**src/rtl/uart_reg_bridge.sv**
```systemverilog
// uart_reg_bridge
// Turns a byte stream from a UART receiver into single register accesses and
// sends the response bytes back through a UART transmitter.
//   Commands: 'W' addr d[MSB]..d[LSB]  -> register write, reply 'K'
//             'R' addr                  -> register read, reply data MSB first
//             anything else             -> reply 'E'
// Ports:
//   clk, rst                 clock and synchronous active-high reset
//   rx_valid/rx_ready/rx_data  incoming command bytes (valid/ready handshake)
//   tx_valid/tx_ready/tx_data  outgoing reply bytes (valid/ready handshake)
//   reg_valid/reg_ready      register access request / completion
//   reg_write, reg_addr, reg_wdata, reg_rdata  register access payload
//   busy                     high whenever a command is in progress
module uart_reg_bridge #(
  parameter int DataBytes     = 4,
  parameter int TimeoutCycles = 800000
) (
  input  logic                   clk,
  input  logic                   rst,
  input  logic                   rx_valid,
  output logic                   rx_ready,
  input  logic [7:0]             rx_data,
  output logic                   tx_valid,
  input  logic                   tx_ready,
  output logic [7:0]             tx_data,
  output logic                   reg_valid,
  input  logic                   reg_ready,
  output logic                   reg_write,
  output logic [7:0]             reg_addr,
  output logic [8*DataBytes-1:0] reg_wdata,
  input  logic [8*DataBytes-1:0] reg_rdata,
  output logic                   busy
);

  localparam int DW   = 8 * DataBytes;
  // A zero timeout still needs a legal (unused) 1-bit counter.
  localparam int TmoW = (TimeoutCycles > 0) ? $clog2(TimeoutCycles + 1) : 1;
  localparam logic [TmoW-1:0] TmoLast =
    (TimeoutCycles > 0) ? TmoW'(TimeoutCycles - 1) : '0;
  localparam logic [2:0] LastByte = 3'(DataBytes - 1);

  localparam logic [2:0] IDLE     = 3'd0;
  localparam logic [2:0] GET_ADDR = 3'd1;
  localparam logic [2:0] GET_DATA = 3'd2;
  localparam logic [2:0] BUS      = 3'd3;
  localparam logic [2:0] REPLY    = 3'd4;

  localparam logic [7:0] CMD_WRITE = 8'h57;
  localparam logic [7:0] CMD_READ  = 8'h52;
  localparam logic [7:0] RSP_OK    = 8'h4B;
  localparam logic [7:0] RSP_ERR   = 8'h45;

  logic [2:0]      state;
  logic [2:0]      byte_cnt;
  logic [2:0]      tx_left;   // reply bytes still to send after the one on tx_data
  logic [TmoW-1:0] tmo_cnt;
  logic [DW-1:0]   resp;      // remaining read-reply bytes, next one in the top byte

  logic rx_fire, tx_fire, bus_done, tmo_hit;
  logic [DW-1:0] wdata_shifted, resp_shifted, rdata_shifted;

  // Byte shifts collapse to plain loads when the register is a single byte.
  generate
    if (DataBytes == 1) begin : g_one_byte
      assign wdata_shifted = rx_data;
      assign resp_shifted  = '0;
      assign rdata_shifted = '0;
    end else begin : g_multi_byte
      assign wdata_shifted = {reg_wdata[DW-9:0], rx_data};
      assign resp_shifted  = {resp[DW-9:0], 8'h00};
      assign rdata_shifted = {reg_rdata[DW-9:0], 8'h00};
    end
  endgenerate

  assign rx_ready = (state == IDLE) || (state == GET_ADDR) || (state == GET_DATA);
  assign busy     = (state != IDLE);
  assign rx_fire  = rx_valid && rx_ready;
  assign tx_fire  = tx_valid && tx_ready;
  assign bus_done = reg_valid && reg_ready;
  // An accepted byte wins over an expiring timeout in the same cycle.
  assign tmo_hit  = (TimeoutCycles > 0) && (tmo_cnt == TmoLast) && !rx_fire;

  always_ff @(posedge clk) begin
    if (rst) begin
      state     <= IDLE;
      byte_cnt  <= 3'd0;
      tx_left   <= 3'd0;
      tmo_cnt   <= '0;
      resp      <= '0;
      reg_valid <= 1'b0;
      reg_write <= 1'b0;
      reg_addr  <= 8'h00;
      reg_wdata <= '0;
      tx_valid  <= 1'b0;
      tx_data   <= 8'h00;
    end else begin
      case (state)
        IDLE: begin
          if (rx_fire) begin
            if (rx_data == CMD_WRITE || rx_data == CMD_READ) begin
              reg_write <= (rx_data == CMD_WRITE);
              tmo_cnt   <= '0;
              state     <= GET_ADDR;
            end else begin
              tx_valid <= 1'b1;
              tx_data  <= RSP_ERR;
              tx_left  <= 3'd0;
              state    <= REPLY;
            end
          end
        end
        GET_ADDR: begin
          if (rx_fire) begin
            reg_addr <= rx_data;
            tmo_cnt  <= '0;
            if (reg_write) begin
              byte_cnt <= 3'd0;
              state    <= GET_DATA;
            end else begin
              reg_valid <= 1'b1;
              state     <= BUS;
            end
          end else if (tmo_hit) begin
            state <= IDLE;
          end else if (TimeoutCycles > 0) begin
            tmo_cnt <= tmo_cnt + 1'b1;
          end
        end
        GET_DATA: begin
          if (rx_fire) begin
            reg_wdata <= wdata_shifted;
            tmo_cnt   <= '0;
            byte_cnt  <= byte_cnt + 3'd1;
            if (byte_cnt == LastByte) begin
              reg_valid <= 1'b1;
              state     <= BUS;
            end
          end else if (tmo_hit) begin
            state <= IDLE;
          end else if (TimeoutCycles > 0) begin
            tmo_cnt <= tmo_cnt + 1'b1;
          end
        end
        BUS: begin
          if (bus_done) begin
            reg_valid <= 1'b0;
            tx_valid  <= 1'b1;
            state     <= REPLY;
            if (reg_write) begin
              tx_data <= RSP_OK;
              tx_left <= 3'd0;
            end else begin
              // First reply byte goes straight out; the rest wait in resp.
              tx_data <= reg_rdata[DW-1 -: 8];
              resp    <= rdata_shifted;
              tx_left <= LastByte;
            end
          end
        end
        REPLY: begin
          if (tx_fire) begin
            if (tx_left == 3'd0) begin
              tx_valid <= 1'b0;
              state    <= IDLE;
            end else begin
              tx_data <= resp[DW-1 -: 8];
              resp    <= resp_shifted;
              tx_left <= tx_left - 3'd1;
            end
          end
        end
        default: state <= IDLE;
      endcase
    end
  end

endmodule

```
**config.mk**
```make
export PLATFORM = sky130hd
export DESIGN_NAME = uart_reg_bridge
export DESIGN_NICKNAME = d
export VERILOG_FILES = /design/src/rtl/uart_reg_bridge.sv
export SDC_FILE = /design/constraint.sdc
export NUM_CORES = 1
export LEC_CHECK = 0
export CAP_MARGIN = 10
export CELL_PAD_IN_SITES_DETAIL_PLACEMENT = 2
export CELL_PAD_IN_SITES_GLOBAL_PLACEMENT = 2
export CORE_MARGIN = 2
export CORE_UTILIZATION = 29
export CTS_CLUSTER_DIAMETER = 40
export DETAILED_ROUTE_END_ITERATION = 12
export PLACE_DENSITY_LB_ADDON = 0.1
export SLEW_MARGIN = 0
export SYNTH_ARGS = -nofsm -noshare
export SYNTH_HDL_FRONTEND = slang
export SYNTH_SLANG_ARGS = --single-unit
```
**constraint.sdc**
```tcl
create_clock -name clk -period 2.1 [get_ports clk]
set_input_delay 0.42 -clock clk [delete_from_list [all_inputs] [get_ports clk]]
set_output_delay 0.42 -clock clk [all_outputs]
set_load 0.005 [all_outputs]
```
==> impl_metrics.csv, run 1 <==
group,metric,value,unit
final_layout,final_cells,932,
sta,max_slew_margin,63.9,%
route,drt-wirelength-per-cell,17.6,µm
synth,synth_cells,583,
final_layout,final_cell_mix,"139 x nand2_1, 101 x dfxtp_1, 95 x clkdlybuf4s50_1",
global_routing,grt_pass1_wl,27.0,mm
synth,seq_area_frac_synth,44.2,%
global_routing,grt_pass1_vias,5130,
sta,final.setup_skew,6.92,ps
die,core,0.0159,mm²
route,dr.pass1.iters,4,
clocking,clock-root-buffer,"clkbuf_16",
worst_setup_path,start_kind,"register",
global_routing,grt_max_degree,47,
clocking,cts_tree,"built",
worst_setup_path,worst-path-stages,5,
run,drv_cap,0,
route,drt_iter0_drc,186,
route,drc_errors,0,
die,dieHeight,131,µm
min_path,hp-start,"reg_wdata[24]$_SDFFE_PP0P_",
global_routing,grt_antenna_before_repair,0,
worst_setup_path,required,2380,ps
final_layout,area_growth,39.8,%
clocking,clockBufferDepth,2,
power_and_ir_drop,powerDensity,1000,mW/mm²
synth,syn-cell-area,0.00471,mm²
sta,tightest_slew,541,ps
worst_setup_path,cp-end-kind,"register",
worst_setup_path,r2r_setup_slack,130,ps
synth,avgSynthCellArea,8.08,µm²
sta,rsz0062_at_grt,"no",
route,dr.max_layer_used,"met4",
global_routing,grt.total_usage,19.3,%
clocking,cts.hold.buffers_added,0,
route,wirelength,16.4,mm
route,ant_nets,0,
worst_setup_path,worst_r2r_path_depth,5,
min_path,min_to,"reg_wdata[24]$_SDFFE_PP0P_",
clocking,cts.sinks,104,
global_routing,grt.overflow.total,0,
worst_setup_path,path_buf_inv,0,
worst_setup_path,cp_top_family,"simple AND/OR/NAND/NOR gates",
worst_setup_path,crit_slowest_cell,"or4_1",
die,placementRows,46,
clocking,clk_pin_slew,70,ps
synth,synth_nets,633,
final_layout,final_net_count,761,
sta,tns,0,ps
placed_design,dp.cells,912,
power_and_ir_drop,leakage,2.25,nW
synth,ys_types,64,
placed_design,place_congestion,0.772,
die,start_util,29.6,%
die,die_area,0.0173,mm²
clocking,clk_latency,360,ps
clocking,htreeDepth,3,
final_layout,n_antenna_cell,0,
sta,fmax,508,MHz
worst_setup_path,cp.arrival,2250,ps
worst_setup_path,crit_fanout,6,
min_path,whs_path_depth,2,
sta,min_period,1970,ps
synth,synth_seq_cells,104,
sta,hold_viol_final,0,
sta,finalCritPeriodShare,93.6,%
final_layout,mostFrequentLayoutCell,"nand2_1",
route,met3WireLength,515,µm
sta,finalMaxSlewViolations,0,
synth,async_flop_share,0,%
synth,synth_edf_count,0,
worst_setup_path,cp_cell_sequence,"and4_1 > and2_1 > nand4_1 > or4_1 > o21ai_0",
synth,yosys_warnings,0,
sta,finalSetupViolations,0,
route,vias,4732,
worst_setup_path,r2r_end,"tmo_cnt[19]$_SDFFE_PP0P_",
route,dr_wl_met2,8.15,mm
worst_setup_path,slowest_delay,500,ps
power_and_ir_drop,ir_drop,0.558,mV
placed_design,port_buffers,97,
die,pin_count,98,
run_status,status,"completed",
final_layout,drive_above_1_share,14.1,%
route,met1_length,7.54,mm
clocking,cts_made_buffers,9,
min_path,hp-class,"register to register",
synth,synth-main-ff-cell,"dfxtp_1",
die,die_w,131,µm
worst_setup_path,path_class,"register to register",
placed_design,dp_hpwl,12.0,mm
route,viasPerCell,5.08,
final_layout,fill_cells,1775,
worst_setup_path,reg2reg_from,"tmo_cnt[5]$_SDFFE_PP0P_",
-- power by group --
group          switching [mW]  leakage [nW]  internal (mW)
clock network           0.752         0.150          0.988
logic                    1.32          1.26           1.15
registers               0.194         0.842           2.18
total                    2.27          2.25           4.32
-- area by class of cell --
type,instances,area [µm²],share of cell area [%]
clock buffer,13,260,3.95
inverter,7,26.3,0.399
sequential,104,2090,31.7
clock inverter,3,40.0,0.608
timing repair buffer,158,1480,22.4
multi-input combinational,431,2420,36.8
tap,216,270,4.11
-- kinds of logic (layout without fill, tap and decap cells) --
| kind of cell | after synthesis | in the layout | synth area share, % |
|---|---|---|---|
| compound gates | 152 | 152 | 22.6 |
| xor+xnor | 3 | 3 | 0.558 |
| fa+ha+maj | 5 | 5 | 1.33 |
| buf+inv | 48 | 181 | 4.57 |
| flops | 104 | 104 | 44.2 |
| mux | 1 | 1 | 0.213 |
| simple gates | 270 | 270 | 26.6 |
-- what timing repair did --
action                                 4_1_cts  5_1_grt
endpoints found under the hold margin        0        0
setup endpoints to repair                    3        9
setup buffers                                1        3
resized for setup                            6        1
pin swaps                                    0        4
-- stage by stage --
step	total power, mW	area, µm²	setup slack, ps	hold WS, ps	utilization (%)
floorplan	3.71	4710	296	436	-
global placement	4.78	6240	-115	443	39.3
detailed placement	4.87	6240	-215	450	39.3
CTS	6.68	6560	77.6	447	41.3
global route	7.01	6580	4.03	458	41.4
finish	6.59	6580	133	456	41.4
-- synthesized netlist by cell type, types with 5 or more instances --
cell | number | area [µm²]
nand3_1 | 22 | 110
o21ai_0 | 12 | 60.1
a21oi_1 | 60 | 300
nor3_1 | 5 | 25.0
nor2_1 | 45 | 169
a211oi_1 | 5 | 37.5
clkbuf_1 | 24 | 90.1
nand4_1 | 10 | 62.6
a311oi_1 | 19 | 166
nand2b_1 | 8 | 50.1
a31oi_1 | 7 | 43.8
a311oi_2 | 5 | 75.1
or3_1 | 8 | 50.1
buf_2 | 12 | 60.1
inv_1 | 7 | 26.3
dfxtp_1 | 104 | 2080
nor2b_1 | 5 | 31.3
a22oi_1 | 15 | 113
ha_1 | 5 | 62.6
nand2_1 | 139 | 522
-- metal layers --
| metal | vias up | global-route usage, % |
|---|---|---|
| met5 | - | 0 |
| met4 | 0 | 4.65 |
| met3 | 16 | 4.51 |
| met2 | 65 | 33.4 |
| met1 | 2327 | 24.3 |
| li1 | 2324 | - |
-- tightest hold or removal path: stages (launching register included) --
cell and delay (ps):
dfxtp_1 310, nand2_1 50, a21oi_1 50
-- state kept, by name, indices dropped and copies added, names as in the netlist --
name       count
tx_data        8
tmo_cnt       20
reg_addr       8
resp          24
tx_valid       1
tx_left        3
reg_write      1
reg_valid      1
reg_wdata     32
state          3
byte_cnt       3
-- worst max-delay path by stage --
stage	start	to	slack, ps
detailed placement	rx_valid	tx_left[2]$_SDFFE_PP0P_	-220
floorplan	tmo_cnt[0]$_SDFFE_PP0P_	tmo_cnt[19]$_SDFFE_PP0P_	300
global route	rx_valid	tx_data[1]$_SDFFE_PP0P_	4
CTS	tmo_cnt[5]$_SDFFE_PP0P_	tmo_cnt[19]$_SDFFE_PP0P_	80
global placement	rx_valid	tmo_cnt[18]$_SDFFE_PP0P_	-120
finish	tmo_cnt[5]$_SDFFE_PP0P_	tmo_cnt[19]$_SDFFE_PP0P_	130
No activity file was read; power rests on OpenSTA's default activity.
==> inputs of run 2 (changes only) <==
--- a/config.mk
+++ b/config.mk
@@ -9,9 +9,11 @@
 export CELL_PAD_IN_SITES_DETAIL_PLACEMENT = 2
 export CELL_PAD_IN_SITES_GLOBAL_PLACEMENT = 2
 export CORE_MARGIN = 2
-export CORE_UTILIZATION = 29
+export CORE_UTILIZATION = 31
+export CTS_BUF_LIST = sky130_fd_sc_hd__clkbuf_8
 export CTS_CLUSTER_DIAMETER = 40
 export DETAILED_ROUTE_END_ITERATION = 12
+export GPL_TIMING_DRIVEN = 1
 export PLACE_DENSITY_LB_ADDON = 0.1
 export SLEW_MARGIN = 0
 export SYNTH_ARGS = -nofsm -noshare
==> impl_metrics.csv, run 2 (synthesis gave the netlist of run 1 again) <==
group,metric,value,unit
run_status,status,"completed",
power_and_ir_drop,p_total,5.93,mW
sta,finalCritPeriodShare,98.1,%
global_routing,grt_max_degree,97,
worst_setup_path,crit_fanout,11,
power_and_ir_drop,switching_share,36.2,%
route,dr.pass1.iters,4,
final_layout,final_net_count,752,
die,pin_count,98,
power_and_ir_drop,leakage,2.16,nW
worst_setup_path,start_kind,"register",
worst_setup_path,path_class,"register to output port",
final_layout,largest_reg_flops,32,
route,wirelength,15.5,mm
min_path,hp-start,"reg_wdata[29]$_SDFFE_PP0P_",
die,die_w,127,µm
placed_design,dp.cells,875,
sta,fin_ws,40.6,ps
final_layout,final_cell_mix,"139 x nand2_1, 101 x dfxtp_1, 95 x clkdlybuf4s50_1",
die,core,0.0150,mm²
route,ant_nets,0,
placed_design,dp_hpwl,11.1,mm
final_layout,final_cells,893,
worst_setup_path,reg2reg_from,"tmo_cnt[1]$_SDFFE_PP0P_",
final_layout,fin_util,42.2,%
final_layout,largestRegisters,"reg_wdata: 32 flops, resp: 24 flops, tmo_cnt: 20 flops",
placed_design,placed_area,0.00614,mm²
run,drv_cap,0,
min_path,hp-class,"register to register",
global_routing,grt_pass1_wl,25.9,mm
route,viasPerCell,5.25,
worst_setup_path,required,1680,ps
sta,tightest_slew,489,ps
power_and_ir_drop,p_seq_share,40.2,%
power_and_ir_drop,power_frac_clock,18.8,%
die,placementRows,45,
final_layout,mostFrequentLayoutCell,"nand2_1",
power_and_ir_drop,ir_drop,0.456,mV
sta,finalSetupViolations,0,
final_layout,n_antenna_cell,0,
route,vias,4691,
worst_setup_path,cp.arrival,1640,ps
global_routing,grt.overflow.total,0,
clocking,clk_latency,380,ps
clocking,cts.sinks,104,
die,dieHeight,127,µm
power_and_ir_drop,internal-power,3.78,mW
placed_design,place_congestion,0.829,
sta,max_slew_margin,67.4,%
route,drt_iter0_drc,218,
global_routing,grt_pass1_vias,5042,
clocking,cts_tree,"built",
final_layout,drive_above_1_share,12.9,%
final_layout,largest-register,"reg_wdata",
clocking,htreeDepth,3,
worst_setup_path,critPathLaunch,"state[0]$_SDFFE_PP0P_",
clocking,clock-root-buffer,"clkbuf_8",
placed_design,port_buffers,97,
global_routing,grt_antenna_before_repair,0,
clocking,clk_pin_slew,90,ps
sta,hold_viol_final,0,
sta,finalMaxSlewViolations,0,
route,drt-wirelength-per-cell,17.4,µm
power_and_ir_drop,powerDensity,933,mW/mm²
placed_design,place_ws,-214,ps
global_routing,grt.total_usage,19.8,%
worst_setup_path,cp-end-kind,"output port",
power_and_ir_drop,p_sw,2.14,mW
clocking,clockBufferDepth,2,
power_and_ir_drop,pwr-share-comb,41.0,%
sta,fmax,486,MHz
sta,min_period,2060,ps
clocking,cts_made_buffers,9,
die,die_area,0.0162,mm²
final_layout,final_cell_area,0.00635,mm²
final_layout,area_growth,34.8,%
route,drc_errors,0,
die,start_util,31.3,%
sta,final.setup_skew,9.88,ps
==> run 2: repair_timing <==
action | CTS | global route
resized for setup | 8 | 4
hold buffers | 0 | 0
pin swaps | 0 | 1
setup buffers | 0 | 4
endpoints found under the setup margin | 2 | 20
==> run 2: through the flow <==
step                TNS (ps)  hold WS [ps]
floorplan                  0           436
global placement       -1670           443
detailed placement     -4240           451
CTS                        0           465
global route           -2.55           479
finish                     0           463
==> run 2: power by group through the flow <==
stage	combinational (mW)	clock, mW	sequential [mW]
2_1_floorplan	1.39	0	2.32
3_3_place_gp	2.34	0	2.41
3_5_place_dp	2.40	0	2.42
4_1_cts	2.43	1.17	2.39
5_1_grt	2.69	1.26	2.43
6_report	2.43	1.11	2.38
==> run 2: final timing paths <==
path | end | slack (ps) | cells past startpoint
setup / recovery | rx_ready | 40 | 3
hold / removal | reg_wdata[29]$_SDFFE_PP0P_ | 460 | 2
setup reg to reg | tmo_cnt[19]$_SDFFE_PP0P_ | 150 | 7
hold reg to reg | reg_wdata[29]$_SDFFE_PP0P_ | 460 | 2
==> run 2: worst max-delay path: stages, from the launching register on <==
cell             delay, ps
dfxtp_4                390
buf_4                  170
a21oi_2                160
clkdlybuf4s50_1        530
==> run 2: layout make-up <==
type / instances / area, µm²
Timing Repair Buffer: 149 / 1410
Tap cell: 188 / 235
Fill cell: 1742 / 8690
Sequential cell: 104 / 2090
Clock inverter: 4 / 16.3
Inverter: 7 / 26.3
Multi-Input combinational cell: 431 / 2440
Clock buffer: 10 / 138
==> run 2: per-layer routing <==
| metal | GRT usage (%) | vias to the layer above | part of all wire (%) |
|---|---|---|---|
| li1 | - | 2297 | - |
| met1 | 26.0 | 2324 | 47 |
| met2 | 33.5 | 63 | 49 |
| met3 | 4.56 | 7 | 3.2 |
| met4 | 4.07 | 0 | 0.84 |
| met5 | 0 | - | 0 |
==> inputs of run 3 (changes only) <==
--- a/config.mk
+++ b/config.mk
@@ -6,15 +6,15 @@
 export NUM_CORES = 1
 export LEC_CHECK = 0
 export CAP_MARGIN = 10
-export CELL_PAD_IN_SITES_DETAIL_PLACEMENT = 2
-export CELL_PAD_IN_SITES_GLOBAL_PLACEMENT = 2
 export CORE_MARGIN = 2
-export CORE_UTILIZATION = 31
+export CORE_UTILIZATION = 53
 export CTS_BUF_LIST = sky130_fd_sc_hd__clkbuf_8
 export CTS_CLUSTER_DIAMETER = 40
 export DETAILED_ROUTE_END_ITERATION = 12
 export GPL_TIMING_DRIVEN = 1
-export PLACE_DENSITY_LB_ADDON = 0.1
+export PLACE_DENSITY = 0.82
+export SKIP_CTS_REPAIR_TIMING = 1
+export SKIP_LAST_GASP = 1
 export SLEW_MARGIN = 0
 export SYNTH_ARGS = -nofsm -noshare
 export SYNTH_HDL_FRONTEND = slang
==> impl_metrics.csv, run 3 (synthesis gave the netlist of run 1 again) <==
group,metric,value,unit
clocking,clk_latency,370,ps
final_layout,area_growth,31.7,%
placed_design,port_buffers,97,
worst_setup_path,start_kind,"register",
placed_design,place_ws,-150,ps
run_status,failed_checks,"negative setup slack",
sta,fmax,455,MHz
final_layout,drive_above_1_share,12.0,%
die,pin_count,98,
run,drv_cap,0,
final_layout,n_antenna_cell,0,
clocking,clock-root-buffer,"clkbuf_8",
sta,min_period,2200,ps
route,drt-wirelength-per-cell,15.1,µm
power_and_ir_drop,p_total,5.80,mW
route,viasPerCell,5.73,
min_path,hp-start,"reg_addr[5]$_SDFFE_PP0P_",
sta,max_slew_margin,69.9,%
global_routing,grt_max_degree,97,
route,drc_errors,0,
die,dieHeight,98.3,µm
worst_setup_path,worst_r2r_path_depth,7,
route,vias,4628,
run_status,status,"finished with violations",
placed_design,dp_hpwl,8.48,mm
sta,tightest_slew,451,ps
final_layout,final_cell_mix,"139 x nand2_1, 101 x dfxtp_1, 96 x clkdlybuf4s50_1",
sta,finalMaxSlewViolations,0,
global_routing,grt.overflow.total,0,
clocking,cts.sinks,104,
clocking,clockBufferDepth,2,
placed_design,place_congestion,0.862,
final_layout,largest-register,"reg_wdata",
worst_setup_path,critPathLaunch,"state[2]$_SDFFE_PP0P_",
sta,finalSetupViolations,1,
global_routing,grt_pass1_wl,20.2,mm
final_layout,final_net_count,744,
worst_setup_path,required,1680,ps
route,drt_iter0_drc,280,
final_layout,final_cells,807,
final_layout,mostFrequentLayoutCell,"nand2_1",
clocking,htreeDepth,3,
clocking,cts_made_buffers,9,
worst_setup_path,reg2reg_from,"tmo_cnt[0]$_SDFFE_PP0P_",
sta,hold_viol_final,0,
min_path,whs_path_depth,2,
power_and_ir_drop,powerDensity,935,mW/mm²
worst_setup_path,cp-end-kind,"output port",
min_path,hp-class,"register to register",
sta,rsz0062_at_grt,"yes",
clocking,clk_pin_slew,110,ps
route,dr.pass1.iters,5,
route,ant_nets,0,
placed_design,dp.cells,790,
final_layout,fin_util,71.5,%
die,placementRows,34,
die,core,0.00868,mm²
power_and_ir_drop,ir_drop,0.850,mV
sta,finalCritPeriodShare,105,%
worst_setup_path,cp.arrival,1780,ps
worst_setup_path,crit_fanout,11,
route,wirelength,12.2,mm
die,die_w,98.3,µm
global_routing,grt.total_usage,25.1,%
sta,final.setup_skew,13.0,ps
die,start_util,54.3,%
power_and_ir_drop,leakage,2.11,nW
sta,fin_ws,-97.1,ps
clocking,cts_tree,"built",
placed_design,placed_area,0.00601,mm²
global_routing,grt_pass1_vias,4379,
die,die_area,0.00966,mm²
final_layout,largest_reg_flops,32,
worst_setup_path,path_class,"register to output port",
final_layout,largestRegisters,"reg_wdata: 32 flops, resp: 24 flops, tmo_cnt: 20 flops",
global_routing,grt_antenna_before_repair,0,
final_layout,final_cell_area,0.00620,mm²
run 3: cell count changes in the layout (fill, tap and decap cells not counted), moves of 2 or more:
cell / previous run / this run
dfxtp_2: 1 / 3
dfxtp_4: 2 / 0
buf_4: 48 / 39
inv_1: 10 / 8
inv_6: 0 / 2
run 3: routing by layer:
layer  vias up  wire (µm)  GRT usage [%]
met4         0        241           9.38
met3        27        739           6.01
met1      2154       5420           32.7
met2       149       5820           40.7
li1       2298          -              -
met5         -          0              0
run 3: final cells by class:
class	count	area [µm²]
clock buffers	9	124
clock inverters	7	53.8
fillers	701	2480
inverters	7	26.3
multi-input cells	431	2420
flip-flops and latches	104	2090
well taps	108	135
repair buffers	141	1360
run 3: per-stage QoR:
stage / hold WS [ps] / setup TNS (ps)
3_3_place_gp: 443 / -761
5_1_grt: 485 / -136
4_1_cts: 463 / -190
2_1_floorplan: 436 / 0
3_5_place_dp: 447 / -1940
6_report: 460 / -97.1
run 3: worst paths after layout:
check	slack (ps)	to
setup / recovery	-100	busy
hold / removal	460	reg_addr[5]$_SDFFE_PP0P_
setup reg to reg	130	tmo_cnt[19]$_SDFFE_PP0P_
hold reg to reg	460	reg_addr[5]$_SDFFE_PP0P_
run 3: power by group:
part	switching (mW)	internal [mW]	leakage [nW]
logic	1.19	1.09	1.17
clock network	0.712	0.444	0.0933
registers	0.184	2.18	0.842
total	2.09	3.71	2.11
run 3: worst max-delay path, stage by stage, from the launching register on:
cell,delay (ps)
dfxtp_2,370
buf_4,180
or3_1,390
clkdlybuf4s50_1,470
==> RTL edit 1: new RTL, settings of run 2 <==
Change the parameter `DataBytes` from 4 to 8.
--- a/src/rtl/uart_reg_bridge.sv
+++ b/src/rtl/uart_reg_bridge.sv
@@ -13,5 +13,5 @@
 //   busy                     high whenever a command is in progress
 module uart_reg_bridge #(
-  parameter int DataBytes     = 4,
+  parameter int DataBytes     = 8,
   parameter int TimeoutCycles = 800000
 ) (
Ports: changed (resized reg_rdata and reg_wdata); port bits go from 98 to 162. No check against the original RTL was run, so the function may have changed too.
==> RTL edit 1 against run 2 <==
  * Clock power grew 110%
  * Sequential cell count grew 64
  * Synthesized area grew 53%
  * Setup slack lost 0.036 ns
  * Register-to-register slack lost 0.10 ns
  * Power grew 26%
  * Wire length grew 76%
  * Global-route usage grew 2.6 points
  * Fmax shrank 1.7%
  * Cell count grew 59%
  * Final area grew 62%
  * Non-clock buffer count grew 97
==> RTL edit 1: results (changes against run 2) <==
- Critical path type: in2reg
- Max VDD drop: 0.0003837 V (-16%)
- R2R Setup Slk: 0.05 ns (-0.10 ns)
- Cells after DPL: 1,386 (+58%)
- Inserted Clock Buffers: 17 (+8)
- Start of the worst register-to-register path: tmo_cnt[5]$_SDFFE_PP0P_
- Min-delay src: rst
- Via count: 7,277 (+55%)
- Mapped Cells: 897 (+54%)
- Met1 track demand over resource: 0.2893 (+0.02901)
- Leakage Power: 0.003467 uW (+60%)
- Status: complete, no violations
- Number of fill cells: 2,526 (+45%)
- Avg WL per Cell: 19.19 microns (+10%)
- DP Wirelength: 18,880 microns (+71%)
- Placed Area: 9723 sq um (+58%)
- Gpl congestion: 0.8131 (-1.9%)
- Tot GR Track Use: 0.2238 (+0.02561)
- Top cells by area, synth: dfxtp_1 47%, nand2_1 13%, a311oi_1 6.5%
- Regs by FF count: reg_wdata x64, resp x56, tmo_cnt x20
- WL final: 27,250 microns (+76%)
- Port Buffer Count: 161 (+66%)
- Hold Path Class: in2reg
- Worst-skew pair later-pin latency: 0.47 ns (+0.09 ns)
- 1st-iter DRT viols: 270 (+24%)
- Reg-to-Reg End: tmo_cnt[11]$_SDFFE_PP0P_
- Library cells used by synthesis: 63 (-1.6%)
- Worst slew margin: 0.6263 (-0.04785)
- Clk slew on worst S/H paths: 0.11 ns (+0.02 ns)
- Setup Skew: 0.02302 ns (+0.01315 ns)
- Crit Path Max Fanout: 6 (-5)
- Vias in the first global route: 7,868 (+56%)
[RTL edit 1: kinds of logic after synthesis]
group,after synthesis,synth area share
flops,168,0.4654
simple gates,423,0.2569
compound gates,211,0.1979
fa+ha+maj,5,0.008657
buf+inv,77,0.05350
xor+xnor,2,0.002424
mux,11,0.01524
[RTL edit 1: worst max-delay path, stage by stage]
cell and delay, ns:
clkdlybuf4s50_1 0.53, nand4bb_4 0.28, nor3_4 0.33, a31oi_4 0.18
or4_1 0.58, a21oi_1 0.18
[RTL edit 1: power breakdown]
group	switching [uW]	internal (uW)	leakage [uW]
sequential	96.3	3310	0.00136
combinational	989	767	0.00192
clock	1360	965	0.000189
total	2450	5040	0.00347
[RTL edit 1: final cells by class]
type,count,area (sq um),area share
Inverter,8,30.03,0.002920
Clock buffer,17,234.0,0.02275
Clock inverter,15,141.4,0.01375
Multi-Input combinational cell,652,3649,0.3548
Tap cell,313,391.6,0.03808
Antenna cell,1,2.502,0.0002433
Sequential cell,168,3372,0.3279
Timing Repair Buffer,246,2464,0.2396
[RTL edit 1: timing repair]
item	in CTS	in global routing
resized for setup	13	22
setup buffers	0	1
pin swaps	0	6
setup endpoints to repair	8	54
[RTL edit 1: per-stage QoR]
stage | setup slack (ns) | setup TNS, ns | hold slack (ns)
finish | 0.004284 | 0 | 0.4414
global route | -0.01813 | -0.01813 | 0.4328
CTS | -0.01696 | -0.01696 | 0.4044
detailed placement | -0.4647 | -12.40 | 0.4515
global placement | -0.3889 | -8.723 | 0.4411
floorplan | 0.1831 | 0 | 0.4319
[RTL edit 1: per-layer routing]
metal | vias to the layer above | part of all wire
li1 | 3510 | -
met1 | 3593 | 0.46
met2 | 144 | 0.49
met3 | 30 | 0.037
met4 | 0 | 0.011
met5 | - | 0
==> RTL edit 2: new RTL, flow settings as in run 2 <==
Without the edit above. Make the reset (`rst`) asynchronous in one clocked block. Comments in the files are not updated.
--- a/src/rtl/uart_reg_bridge.sv
+++ b/src/rtl/uart_reg_bridge.sv
@@ -81,5 +81,5 @@
   assign tmo_hit  = (TimeoutCycles > 0) && (tmo_cnt == TmoLast) && !rx_fire;
 
-  always_ff @(posedge clk) begin
+  always_ff @(posedge clk or posedge rst) begin
     if (rst) begin
       state     <= IDLE;
Formal check against the unedited RTL: differs if rst is asserted again (counterexample within 4 cycles, from zero or initial values and one cycle with rst high); with rst held inactive, the same outputs for 4 cycles.
==> RTL edit 2 against run 2 <==
  * Synthesized area is 5.4% higher
  * Power up 52%
  * First-iteration DRC count is 48% lower
  * Sequential cell count did not move
  * Non-clock buffer count rose by 9
  * Worst hold slack worse by 0.19 ns
  * Wire length is 3.9% lower
  * Fmax is 0.89% higher
  * Final area rose by 10%
  * Setup slack improved by 0.018 ns
  * Highest routed layer unchanged
  * Clock power grew 47%
  * Synthesized cell count is 22% lower
==> RTL edit 2: results (changes against run 2) <==
- Final Net Count: 652 (-13%)
- Gpl congestion: 0.7589 (-8.4%)
- Share of cells above drive strength 1: 0.2356 (+0.1065)
- First-pass GRT wire length: 24,450 microns (-5.8%)
- Post-synth top cells: 104 x dfrtp_1, 45 x nand2_1, 40 x mux2_2, 40 x o21ai_0, 22 x nor2_1
- Top cells by area, synth: dfrtp_1 52%, mux2_2 9.1%, o21ai_0 4.0%
- Worst Path Arrival: 1.62 ns (-0.02 ns)
- Max VDD drop: 0.0005380 V (+18%)
- Hold Path Class: in2async
- Yosys warning total: 0 (unchanged)
- Worst path slowest cell: clkdlybuf4s50_1
- Worst-skew pair later-pin latency: just under 0.4 ns
- Crit Path Max Fanout: 4 (-7)
- Number of fill cells: 1,682 (-3.4%)
- CTS Root Cell: clkbuf_8
- Tot GR Track Use: 0.1837 (-0.01454)
- Status: complete, no violations
- Dpl ws: -0.4342 ns (-0.2207 ns)
- Library cells used by synthesis: 56 (-13%)
- Inserted Clock Buffers: 9 (unchanged)
- Largest net degree at the start of global routing: 54 (-44%)
- WL final: 14,930 microns (-3.9%)
- Synth Net Count: 507 (-20%)
- Finished Layout Cells: 823 (-7.8%)
- Synth async-reset ratio: 1.000 (+1.000)
- DP Wirelength: 10,960 microns (-0.98%)
- Clock tree buffer depth: 2 (unchanged)
- Cells after DPL: 799 (-8.7%)
- Port Buffer Count: 97 (unchanged)
- Crit path largest cell delay: 0.47 ns (-0.06 ns)
- Die ar.: 17,040 sq um (+5.2%)
- H-tree depth: 3 (unchanged)
- Setup Skew: 0.008579 ns (-0.001297 ns)
- Via count: 4,111 (-12%)
- 1st-iter DRT viols: 114 (-48%)
- Top delay family on crit path: buffers and inverters
- Vias in the first global route: 4,679 (-7.2%)
- Number of antenna violations at the first check in global routing: 0 (unchanged)
- Detailed Routing Iterations Pass 1: 4 (unchanged)
- Register area share after synthesis: 0.5243 (+0.08224)
- Critical path type: reg2out
- Mean Syn Cell Area: 10.86 sq um (+34%)
- Leakage Power: 0.003010 uW (+39%)
- Clk slew on worst S/H paths: ~0.10 ns
- Regs by FF count: reg_wdata x32, resp x24, tmo_cnt x20
- FF-to-FF path depth: 7 (unchanged)
- Least-Margin Pin Slew: 0.4413 ns (-0.04749 ns)
- Antenna fix cells: 0 (unchanged)
## RTL edit 2: cell types whose count changed in the layout (fill, tap and decap cells not counted), sizes merged, moves of 17 or more
cell	before	now
mux2i	1	18
nor2	45	22
a21oi	61	21
nand2	140	45
dfrtp	0	104
mux2	0	40
dfxtp	104	0
a311oi	24	0
o21ai	16	41
## RTL edit 2: path summary, 6_finish.rpt
path                                                end  slack (ns)                    from
worst max-delay path                               busy        0.06    state[2]$_DFFE_PP0P_
worst min-delay path               resp[13]$_DFFE_PP0P_        0.27                     rst
worst max register to register  tmo_cnt[10]$_DFFE_PP0P_        0.09    state[1]$_DFFE_PP0P_
worst min register to register   tx_data[4]$_DFFE_PP0P_        0.49  tx_data[4]$_DFFE_PP0P_
max in group asynchronous          state[2]$_DFFE_PP0P_        1.32                     rst
min in group clk                reg_addr[7]$_DFFE_PP0P_        0.35              rx_data[7]
## RTL edit 2: metrics by stage
step                      TNS (ns)  hold WS [ns]  area, sq um  power (uW)
after global routing      -0.02002        0.2704         6994        9698
after global placement      -7.368        0.4627         6586        7155
after detailed placement    -9.793        0.4729         6586        7358
after floorplan                  0        0.4447         4967        5079
final                            0        0.2708         6994        9025
after CTS                        0        0.2546         6912        9128
## RTL edit 2: layout make-up
cell class | instances | area, sq um | share of cell area
flip-flops and latches | 104 | 2608 | 0.3728
multi-input cells | 316 | 2272 | 0.3249
repair buffers | 158 | 1531 | 0.2190
well taps | 216 | 270.3 | 0.03864
clock inverters | 7 | 136.4 | 0.01950
clock buffers | 9 | 123.9 | 0.01771
inverters | 13 | 52.55 | 0.007513
## RTL edit 2: logic make-up after synthesis
kind of cell / Yosys count / synth area share
buffers and inverters: 37 / 0.03302
multiplexers: 58 / 0.1270
flip-flops: 104 / 0.5243
XOR/XNOR: 5 / 0.008824
AND/OR/NAND/NOR: 134 / 0.1447
AO/OA/AOI/OAI: 114 / 0.1495
adder cells (fa/ha/maj): 5 / 0.01260
## RTL edit 2: timing repair
item,in CTS,in global routing
pin swaps,1,6
buffers inserted,7,1
resized for setup,7,19
setup endpoints to repair,4,24
## RTL edit 2: routing by layer
| layer | part of all wire | global-route usage | vias up |
|---|---|---|---|
| met5 | 0 | 0 | - |
| met4 | 0.016 | 0.06258 | 0 |
| met3 | 0.018 | 0.02280 | 20 |
| met2 | 0.53 | 0.3300 | 40 |
| met1 | 0.43 | 0.2286 | 2094 |
| li1 | - | - | 1957 |
## RTL edit 2: power by group
part / leakage (uW) / switching (uW) / internal (uW)
clock network: 0.000136 / 720 / 906
logic: 0.00154 / 1810 / 2360
registers: 0.00134 / 491 / 2740
total: 0.00301 / 3020 / 6010
